**config.mk**
```make
export PLATFORM = sky130hd
export DESIGN_NAME = bcd_serial_addsub
export DESIGN_NICKNAME = d
export VERILOG_FILES = /design/src/rtl/bcd_pkg.sv /design/src/rtl/bcd_digit_slice.sv /design/src/rtl/bcd_serial_addsub.sv
export SDC_FILE = /design/constraint.sdc
export NUM_CORES = 1
export LEC_CHECK = 0
export ABC_CLOCK_PERIOD_IN_PS = 3500
export BUFFER_PORTS_ARGS = -buffer_cell sky130_fd_sc_hd__clkbuf_2
export CAP_MARGIN = 20
export CELL_PAD_IN_SITES_DETAIL_PLACEMENT = 1
export CELL_PAD_IN_SITES_GLOBAL_PLACEMENT = 1
export CORE_ASPECT_RATIO = 0.8
export CORE_MARGIN = 2
export CORE_UTILIZATION = 39
export DETAILED_ROUTE_END_ITERATION = 8
export PLACE_DENSITY_LB_ADDON = 0.08
export SLEW_MARGIN = 40
export SYNTH_ARGS = -nofsm -noshare
export SYNTH_HDL_FRONTEND = slang
export SYNTH_SLANG_ARGS = --single-unit
export TNS_END_PERCENT = 100
```
**constraint.sdc**
```tcl
create_clock -name clk -period 3.5 [get_ports clk]
set_input_delay 1.05 -clock clk [delete_from_list [all_inputs] [get_ports clk]]
set_output_delay 1.05 -clock clk [all_outputs]
set_load 0.05 [all_outputs]
```
**src/rtl/bcd_pkg.sv**
```systemverilog
// Shared constants and state encoding for the digit-serial BCD adder/subtractor.
// Contents: digit width, largest legal BCD digit, decimal radix, FSM state enum.
// Pure definitions; no logic.
package bcd_pkg;

    localparam int           DIGIT_W   = 4;
    localparam logic [3:0]   BCD_MAX   = 4'd9;
    localparam int           BCD_RADIX = 10;

    typedef enum logic [1:0] {
        IDLE = 2'd0,
        RUN  = 2'd1,
        DONE = 2'd2
    } state_t;

endpackage

```
**src/rtl/bcd_digit_slice.sv**
```systemverilog
// One BCD digit of add or ten's-complement subtract with decimal carry correction.
// Combinational, zero latency.
// No flow control; ports: x, y (digits), cin, sub in; digit, cout out.
module bcd_digit_slice
    import bcd_pkg::*;
(
    input  logic [DIGIT_W-1:0] x,
    input  logic [DIGIT_W-1:0] y,
    input  logic               cin,
    input  logic               sub,
    output logic [DIGIT_W-1:0] digit,
    output logic               cout
);

    logic [DIGIT_W-1:0] w_y;
    logic [DIGIT_W:0]   w_sum;
    logic [DIGIT_W:0]   w_sum_adj;
    logic               w_gt;

    // Nine's complement of y in subtract mode; the +1 of ten's complement
    // enters as the initial carry of the least significant digit.
    assign w_y       = sub ? (BCD_MAX - y) : y;
    assign w_sum     = {1'b0, x} + {1'b0, w_y} + {{DIGIT_W{1'b0}}, cin};
    assign w_gt      = (w_sum > {1'b0, BCD_MAX});
    assign w_sum_adj = w_sum - (DIGIT_W+1)'(BCD_RADIX);

    assign digit = w_gt ? w_sum_adj[DIGIT_W-1:0] : w_sum[DIGIT_W-1:0];
    assign cout  = w_gt;

endmodule

```
**src/rtl/bcd_serial_addsub.sv**
```systemverilog
// Digit-serial BCD adder/subtractor: N_DIGITS digits through one correction slice.
// Latency: start edge k -> done pulse at edge k+N_DIGITS; next start at k+N_DIGITS+2.
// No queueing: start is only sampled in IDLE; result/cout/invalid held until next start.
module bcd_serial_addsub
    import bcd_pkg::*;
#(
    parameter  int N_DIGITS = 4,
    localparam int CNT_W    = $clog2(N_DIGITS + 1)
) (
    input  logic                        clk,
    input  logic                        rst_n,
    input  logic                        start,
    input  logic                        op_sub,
    input  logic [DIGIT_W*N_DIGITS-1:0] a,
    input  logic [DIGIT_W*N_DIGITS-1:0] b,
    output logic                        busy,
    output logic                        done,
    output logic [DIGIT_W*N_DIGITS-1:0] result,
    output logic                        cout,
    output logic                        invalid
);

    localparam int W = DIGIT_W * N_DIGITS;

    state_t             r_state;
    state_t             w_state_nxt;
    logic [W-1:0]       r_a;
    logic [W-1:0]       r_b;
    logic               r_sub;
    logic               r_carry;
    logic [CNT_W-1:0]   r_cnt;
    logic [W-1:0]       r_result;
    logic               r_cout;
    logic               r_invalid;

    logic               w_last;
    logic               w_inv_scan;
    logic [DIGIT_W-1:0] w_x;
    logic [DIGIT_W-1:0] w_y;
    logic [DIGIT_W-1:0] w_digit;
    logic               w_c;
    logic [W-1:0]       w_res_upd;

    assign w_last = (r_cnt == CNT_W'(N_DIGITS - 1));

    // Any non-decimal nibble in either incoming operand.
    always_comb begin
        w_inv_scan = 1'b0;
        for (int i = 0; i < N_DIGITS; i++) begin
            if ((a[i*DIGIT_W +: DIGIT_W] > BCD_MAX) || (b[i*DIGIT_W +: DIGIT_W] > BCD_MAX)) begin
                w_inv_scan = 1'b1;
            end
        end
    end

    // Select the operand digits addressed by the counter.
    always_comb begin
        w_x = '0;
        w_y = '0;
        for (int i = 0; i < N_DIGITS; i++) begin
            if (CNT_W'(i) == r_cnt) begin
                w_x = r_a[i*DIGIT_W +: DIGIT_W];
                w_y = r_b[i*DIGIT_W +: DIGIT_W];
            end
        end
    end

    bcd_digit_slice u_slice (
        .x     (w_x),
        .y     (w_y),
        .cin   (r_carry),
        .sub   (r_sub),
        .digit (w_digit),
        .cout  (w_c)
    );

    // Current result with the digit at the counter position replaced.
    always_comb begin
        w_res_upd = r_result;
        for (int i = 0; i < N_DIGITS; i++) begin
            if (CNT_W'(i) == r_cnt) begin
                w_res_upd[i*DIGIT_W +: DIGIT_W] = w_digit;
            end
        end
    end

    always_ff @(posedge clk or negedge rst_n) begin
        if (!rst_n) begin
            r_state <= IDLE;
        end else begin
            r_state <= w_state_nxt;
        end
    end

    always_comb begin
        w_state_nxt = r_state;
        case (r_state)
            IDLE:    if (start)  w_state_nxt = RUN;
            RUN:     if (w_last) w_state_nxt = DONE;
            DONE:    w_state_nxt = IDLE;
            default: w_state_nxt = IDLE;
        endcase
    end

    always_ff @(posedge clk or negedge rst_n) begin
        if (!rst_n) begin
            r_a       <= '0;
            r_b       <= '0;
            r_sub     <= 1'b0;
            r_carry   <= 1'b0;
            r_cnt     <= '0;
            r_result  <= '0;
            r_cout    <= 1'b0;
            r_invalid <= 1'b0;
        end else begin
            case (r_state)
                IDLE: begin
                    if (start) begin
                        r_a       <= a;
                        r_b       <= b;
                        r_sub     <= op_sub;
                        r_carry   <= op_sub;
                        r_cnt     <= '0;
                        r_invalid <= w_inv_scan;
                    end
                end
                RUN: begin
                    r_carry <= w_c;
                    r_cnt   <= r_cnt + CNT_W'(1);
                    if (w_last) begin
                        // Invalid operands publish a zero result and no carry.
                        r_result <= r_invalid ? '0   : w_res_upd;
                        r_cout   <= r_invalid ? 1'b0 : w_c;
                    end else begin
                        r_result <= w_res_upd;
                    end
                end
                default: ;
            endcase
        end
    end

    assign busy    = (r_state == RUN);
    assign done    = (r_state == DONE);
    assign result  = r_result;
    assign cout    = r_cout;
    assign invalid = r_invalid;

endmodule

```
==> results of run 1 <==
metal layers:
| metal | vias up | track usage (%) | routed length [um] |
|---|---|---|---|
| li1 | 1102 | - | - |
| met1 | 1189 | 30.36 | 3970 |
| met2 | 45 | 32.50 | 3574 |
| met3 | 4 | 6.005 | 328 |
| met4 | 0 | 4.932 | 44 |
| met5 | - | 0 | 0 |
per-stage QoR:
step                cells  util [%]  cell area, um^2  setup WS [ns]  TNS [ns]
floorplan             256         -             2908        -0.1257   -0.7607
global placement      418     49.78             3481       -0.07103   -0.4650
detailed placement    418     49.78             3481        -0.2312    -2.389
CTS                   435     54.41             3805        -0.1283   -0.8908
global route          437     55.36             3871        -0.2957    -3.317
finish                437     55.36             3871        -0.1527    -1.246
worst paths after layout:
kind | startpoint | to | slack (ns) | cells after the start
max | r_cnt[0] | result[2] | -0.15 | 16
min | result[3] | result[3] | 0.48 | 2
max reg2reg | r_cnt[0] | result[2] | -0.15 | 16
min reg2reg | result[3] | result[3] | 0.48 | 2
max in group asynchronous | rst_n | result[14] | 2.16 | 2
min in group asynchronous | rst_n | r_b[6] | 0.74 | 1
sequential cells by signal (all words and copies together), names as in the netlist:
signal / flops
r_b: 16
r_state: 2
r_carry: 1
r_cnt: 3
result: 16
r_sub: 1
r_a: 16
cout: 1
invalid: 1
worst max-delay path, stage by stage (launching register included):
cell,delay (ns)
dfrtp_1,0.42
inv_2,0.08
ha_4,0.16
and3b_1,0.18
a21oi_2,0.15
o21ai_2,0.08
a22oi_2,0.21
xor2_2,0.22
fa_2,0.25
inv_2,0.04
fa_2,0.55
inv_2,0.05
ha_4,0.15
a22o_1,0.22
o31a_4,0.34
mux2i_4,0.22
a22o_1,0.21
repair_timing:
action,CTS,global route
buffers inserted,2,2
gates cloned,0,0
gates resized for setup,19,14
hold buffers,0,0
setup endpoints to repair,14,14
pin swaps,12,7
cell type report:
type,instances,area share [%]
clock buffers,13,4.622
clock inverters,2,0.9050
inverters,10,0.9696
multi-input cells,180,39.72
flip-flops and latches,57,36.85
well taps,87,2.812
repair buffers,88,14.12
logic make-up after synthesis:
group	Yosys count	share of synthesized area (%)
flip-flops	57	49.80
AND/OR/NAND/NOR	60	10.35
AO/OA/AOI/OAI	68	15.82
XOR/XNOR	4	1.486
adder cells (fa/ha/maj)	12	5.767
buffers and inverters	19	2.621
multiplexers	36	14.15
Yosys cell counts (2+ instances only):
library cell  instances
dfrtp_1              57
mux2_2               33
nand2_1              27
o21ai_0              25
a22o_1               16
nor2_1               12
a21oi_1              11
ha_1                 10
inv_1                10
clkbuf_1              6
a22oi_1               5
and3b_1               4
nor2b_1               4
o31ai_1               4
and2_1                3
and3_1                3
buf_2                 3
a21o_2                2
fa_1                  2
mux2i_1               2
nand4_1               2
xor2_1                2
==> flow_summary_export.csv, run 1 <==
group,metric,value,unit
yosys,synthesis.nets,304,
clock_tree,h-tree-depth,3,
yosys,ys_async_sr_fraction,100.0,%
sta,maxSlewViolCount,0,
cells_and_area,fin_nets,394,
detailed_routing,routedWlPerCell,18.12,um
sta,setup_violations,14,
yosys,syn_inst,256,
global_routing,grt_pass1_vias,2479,
clock_tree,clockBufferDepth,2,
placed_design,gp_congestion,0.7526,
critical_path,cp-end-kind,"flip-flop",
hold_path,holdCritPathClass,"flip-flop to flip-flop",
clock_tree,path_clk_slew,0.07,ns
yosys,ys_top_cells_by_area,"dfrtp_1, mux2_2, a22o_1",
cells_and_area,regArea,1426,um^2
critical_path,cp.required,3.73,ns
cells_and_area,n_fill_cell,770,
sta,whs,0.4843,ns
clock_tree,insertion_delay,0.34,ns
sta,clock.fmax,0.2738,GHz
sta,slew_headroom,54.18,%
clock_tree,numCtsBuffers,9,
die,core_area,6993,um^2
cells_and_area,mostFrequentLayoutCells,"dfrtp_1, clkbuf_2, mux2_2, buf_4, nand2_1",
global_routing,antenna_found_initial,0,
global_routing,grt_max_degree,36,
clock_tree,cts_tree,"yes",
die,row_count,27,
critical_path,cp-start-kind,"flip-flop",
die,initial_core_util,40.96,%
yosys,synth_top_area_share,49.80,%
status,outcome,"complete, but fails checks",
yosys,syn_area,2864,um^2
global_routing,grtUsageTotal,21.38,%
cells_and_area,area_growth,35.17,%
sta,finalWorstSetupSlack,-0.1527,ns
sta,finalCritPeriodShare,104.4,%
detailed_routing,vias_per_cell,5.355,
sta,fin_skew,0.006268,ns
die,ios,56,
yosys,synthFlopType,"dfrtp_1",
sta,worst_slew_pin_slew,0.6874,ns
cells_and_area,diodes,0,
sta,hold_violations,0,
detailed_routing,ant_nets,0,
yosys,ys_seq_area_share,49.80,%
detailed_routing,route.vias.total,2340,
global_routing,grt_overflow_total,0,
flow_run,drv_cap,0,
yosys,ys_seq_elements,57,
sta,grt_setup_unrepaired,"yes",
die,die_area,8049,um^2
yosys,syn_avg_cell_area,11.19,um^2
yosys,synth-edff-count,0,
sta,period_needed,3.653,ns
die,die_h,80.65,um
placed_design,numPortBuffers,55,
die,die_w,99.81,um
detailed_routing,drt_iter0_drc,70,
detailed_routing,drc_errors,0,
global_routing,grt_pass1_wl,12920,um
clock_tree,root_buffer,"clkbuf_8",
cells_and_area,mostFrequentLayoutCell,"dfrtp_1",
yosys,yosysWarnings,0,
yosys,yosys.area.top_type,"dfrtp_1",
clock_tree,cts_sinks,57,
critical_path,critPathKind,"flip-flop to flip-flop",
cells_and_area,multiInputGateArea,1538,um^2
status,failed_checks,"setup timing",
detailed_routing,wirelength,7918,um
detailed_routing,dr.pass1.iters,4,
critical_path,crit_fanout,4,
critical_path,critPathArrivalTime,3.88,ns
cells_and_area,final_layout_size_suffix_gt1_share,48.29,%
yosys,synth.distinct_cells,35,
placed_design,hpwl,5744,um
Power of run 1 is left out: the tool's default activity adds up to more than one toggle a clock period on the data nets, which glitch-free logic cannot reach.
==> run 2: changes to the inputs <==
--- a/config.mk
+++ b/config.mk
@@ -5,6 +5,7 @@
 export SDC_FILE = /design/constraint.sdc
 export NUM_CORES = 1
 export LEC_CHECK = 0
+export ABC_AREA = 1
 export ABC_CLOCK_PERIOD_IN_PS = 3500
 export BUFFER_PORTS_ARGS = -buffer_cell sky130_fd_sc_hd__clkbuf_2
 export CAP_MARGIN = 20
@@ -12,7 +13,7 @@
 export CELL_PAD_IN_SITES_GLOBAL_PLACEMENT = 1
 export CORE_ASPECT_RATIO = 0.8
 export CORE_MARGIN = 2
-export CORE_UTILIZATION = 39
+export CORE_UTILIZATION = 37
 export DETAILED_ROUTE_END_ITERATION = 8
 export PLACE_DENSITY_LB_ADDON = 0.08
 export SLEW_MARGIN = 40
==> flow_summary_export.csv, run 2 <==
group,metric,value,unit
sta,setup_violations,0,
clock_tree,cts_tree,"yes",
detailed_routing,drt_iter0_drc,89,
clock_tree,path_clk_slew,0.07,ns
critical_path,critPathCapture,"result[6]",
die,die_w,106.3,um
critical_path,reg2reg_to,"result[6]",
cells_and_area,area_growth,28.51,%
yosys,ys_top_cells_by_count,"nand2_1, dfrtp_1, inv_1",
die,core_area,8019,um^2
detailed_routing,route.vias.total,2915,
yosys,synth_top_area_share,46.04,%
critical_path,critPathArrivalTime,3.62,ns
sta,finalCritPeriodShare,96.73,%
global_routing,antenna_found_initial,0,
yosys,syn_area,3098,um^2
yosys,ys_seq_elements,57,
critical_path,cp_cell_sequence,"inv_2 -> ha_1 -> nand2_1 -> inv_2 -> nand3_2 -> nand3_1 -> o211ai_1 -> o21ai_1 -> xor2_1 -> fa_2 -> inv_2 -> fa_2 -> buf_4 -> nor2_1 -> a21boi_4 -> nand2_4 -> nand2_8 -> nand2_4 -> nand3_2 -> nand2_1 -> nand2_1",
clock_tree,insertion_delay,0.35,ns
sta,grt_setup_unrepaired,"yes",
critical_path,critPathMaxStageDelay,0.44,ns
clock_tree,clockBufferDepth,2,
flow_run,drv_cap,0,
cells_and_area,fin_nets,523,
detailed_routing,wirelength,9197,um
yosys,yosys.area.top_type,"dfrtp_1",
status,outcome,"complete, no violations",
placed_design,gp_congestion,0.7574,
die,ios,56,
yosys,synth_compound_area_share,11.67,%
die,initial_core_util,38.63,%
cells_and_area,n_fill_cell,1016,
clock_tree,cts_hold_buf,0,
die,row_count,29,
detailed_routing,vias_per_cell,4.966,
global_routing,grt_pass1_vias,2937,
global_routing,grtUsageTotal,21.48,%
yosys,synthAdderAreaFrac,5.331,%
yosys,syn_inst,394,
global_routing,grt_pass1_wl,15070,um
yosys,yosysWarnings,0,
sta,hold_violations,0,
critical_path,cp-end-kind,"flip-flop",
yosys,ys_async_sr_fraction,100.0,%
yosys,syn_avg_cell_area,7.863,um^2
detailed_routing,dr.pass1.iters,4,
critical_path,reg2reg_depth,21,
yosys,synth-edff-count,0,
clock_tree,cts_sinks,57,
yosys,synth.most_common_cell,"nand2_1",
critical_path,cp-start-kind,"flip-flop",
detailed_routing,drc_errors,0,
critical_path,crit_start,"r_cnt[0]",
detailed_routing,routedWlPerCell,15.67,um
yosys,ys_top_cells_by_area,"dfrtp_1, nand2_1, inv_1",
yosys,synth_top_family_by_area,"simple AND/OR/NAND/NOR gates",
yosys,synthMuxAreaShare,0,%
yosys,synthFlopType,"dfrtp_1",
sta,period_needed,3.386,ns
yosys,synthSimpleGateAreaFrac,28.55,%
sta,worst_slew_pin_slew,0.4779,ns
yosys,synth_xor_area_share,0.8481,%
sta,maxSlewViolCount,0,
placed_design,numPortBuffers,55,
detailed_routing,ant_nets,0,
yosys,synthesis.nets,442,
cells_and_area,multiInputGateArea,1551,um^2
cells_and_area,mostFrequentLayoutCells,"nand2_1, dfrtp_1, clkbuf_2, nor2_1, inv_1",
cells_and_area,regArea,1428,um^2
cells_and_area,mostFrequentLayoutCell,"nand2_1",
global_routing,grt_overflow_total,0,
critical_path,cp.required,3.73,ns
yosys,synth.distinct_cells,36,
cells_and_area,diodes,0,
yosys,ys_seq_area_share,46.04,%
critical_path,slowest_stage,"dfrtp_2",
global_routing,grt_max_degree,33,
sta,clock.fmax,0.2954,GHz
hold_path,holdCritPathClass,"flip-flop to flip-flop",
placed_design,hpwl,6749,um
die,die_area,9126,um^2
sta,setup_tns,0,ns
critical_path,crit_fanout,5,
critical_path,critPathKind,"flip-flop to flip-flop",
critical_path,r2r_start,"r_cnt[0]",
sta,slew_headroom,67.80,%
cells_and_area,final_layout_size_suffix_gt1_share,29.23,%
clock_tree,h-tree-depth,3,
clock_tree,numCtsBuffers,9,
critical_path,r2r_slack,0.11,ns
die,die_h,85.85,um
sta,fin_skew,0.005233,ns
clock_tree,root_buffer,"clkbuf_8",
==> run 2: worst max-delay path: cells and delay by family, from the launching register on <==
kind | cells | cell delay, ns
fa+ha+maj | 3 | 1.02
simple gates | 10 | 0.94
flops | 1 | 0.44
buf+inv | 4 | 0.38
compound gates | 3 | 0.29
xor+xnor | 1 | 0.19
==> run 2: logic make-up after synthesis <==
| group | count (synthesis) |
|---|---|
| and+or+nand+nor | 202 |
| AOI/OAI and AO/OA | 64 |
| DFF | 57 |
| buffers and inverters | 56 |
| adders and majority gates | 12 |
| xor gates and xnor gates | 3 |
==> run 2: how the worst min path moves through the flow <==
stage | start | to | slack, ns | depth (start not counted)
floorplan | r_b[14] | r_b[14] | 0.44 | 2
detailed placement | r_a[13] | r_a[13] | 0.46 | 2
global placement | r_a[13] | r_a[13] | 0.46 | 2
global route | result[12] | result[12] | 0.51 | 2
finish | r_a[13] | r_a[13] | 0.47 | 2
CTS | r_a[13] | r_a[13] | 0.48 | 2
==> run 2: per-stage QoR <==
| step | area, um^2 | hold slack, ns | instances | util, % | setup slack [ns] |
|---|---|---|---|---|---|
| final | 3981 | 0.4731 | 587 | 49.65 | 0.1144 |
| after global routing | 3981 | 0.5070 | 587 | 49.65 | -0.08501 |
| after CTS | 3810 | 0.4763 | 577 | 47.51 | 0.05252 |
| after detailed placement | 3582 | 0.4593 | 562 | 44.67 | -0.04224 |
| after global placement | 3582 | 0.4602 | 562 | 44.67 | 0.04409 |
| after floorplan | 3105 | 0.4422 | 394 | - | 0.06278 |
==> run 2: repair_timing <==
action | 4_1_cts | 5_1_grt
pin swaps | 0 | 10
gates cloned | 0 | 0
resized for setup | 4 | 24
setup endpoints to repair | 12 | 14
setup buffers | 0 | 10
==> run 2: cell type report <==
| type | count | share of cell area (%) |
|---|---|---|
| multi-input combinational | 281 | 38.97 |
| timing repair buffer | 84 | 12.38 |
| tap | 108 | 3.394 |
| clock inverter | 2 | 0.8799 |
| clock buffer | 13 | 4.494 |
| sequential | 57 | 35.86 |
| inverter | 42 | 4.023 |
==> run 2: metal layers <==
layer  track usage (%)  part of all wire, %
met3             4.711                  4.8
met5                 0                    0
met1             31.89                   51
met2             31.53                   43
met4             6.100                  1.8
Power of run 2 is left out for the same reason.
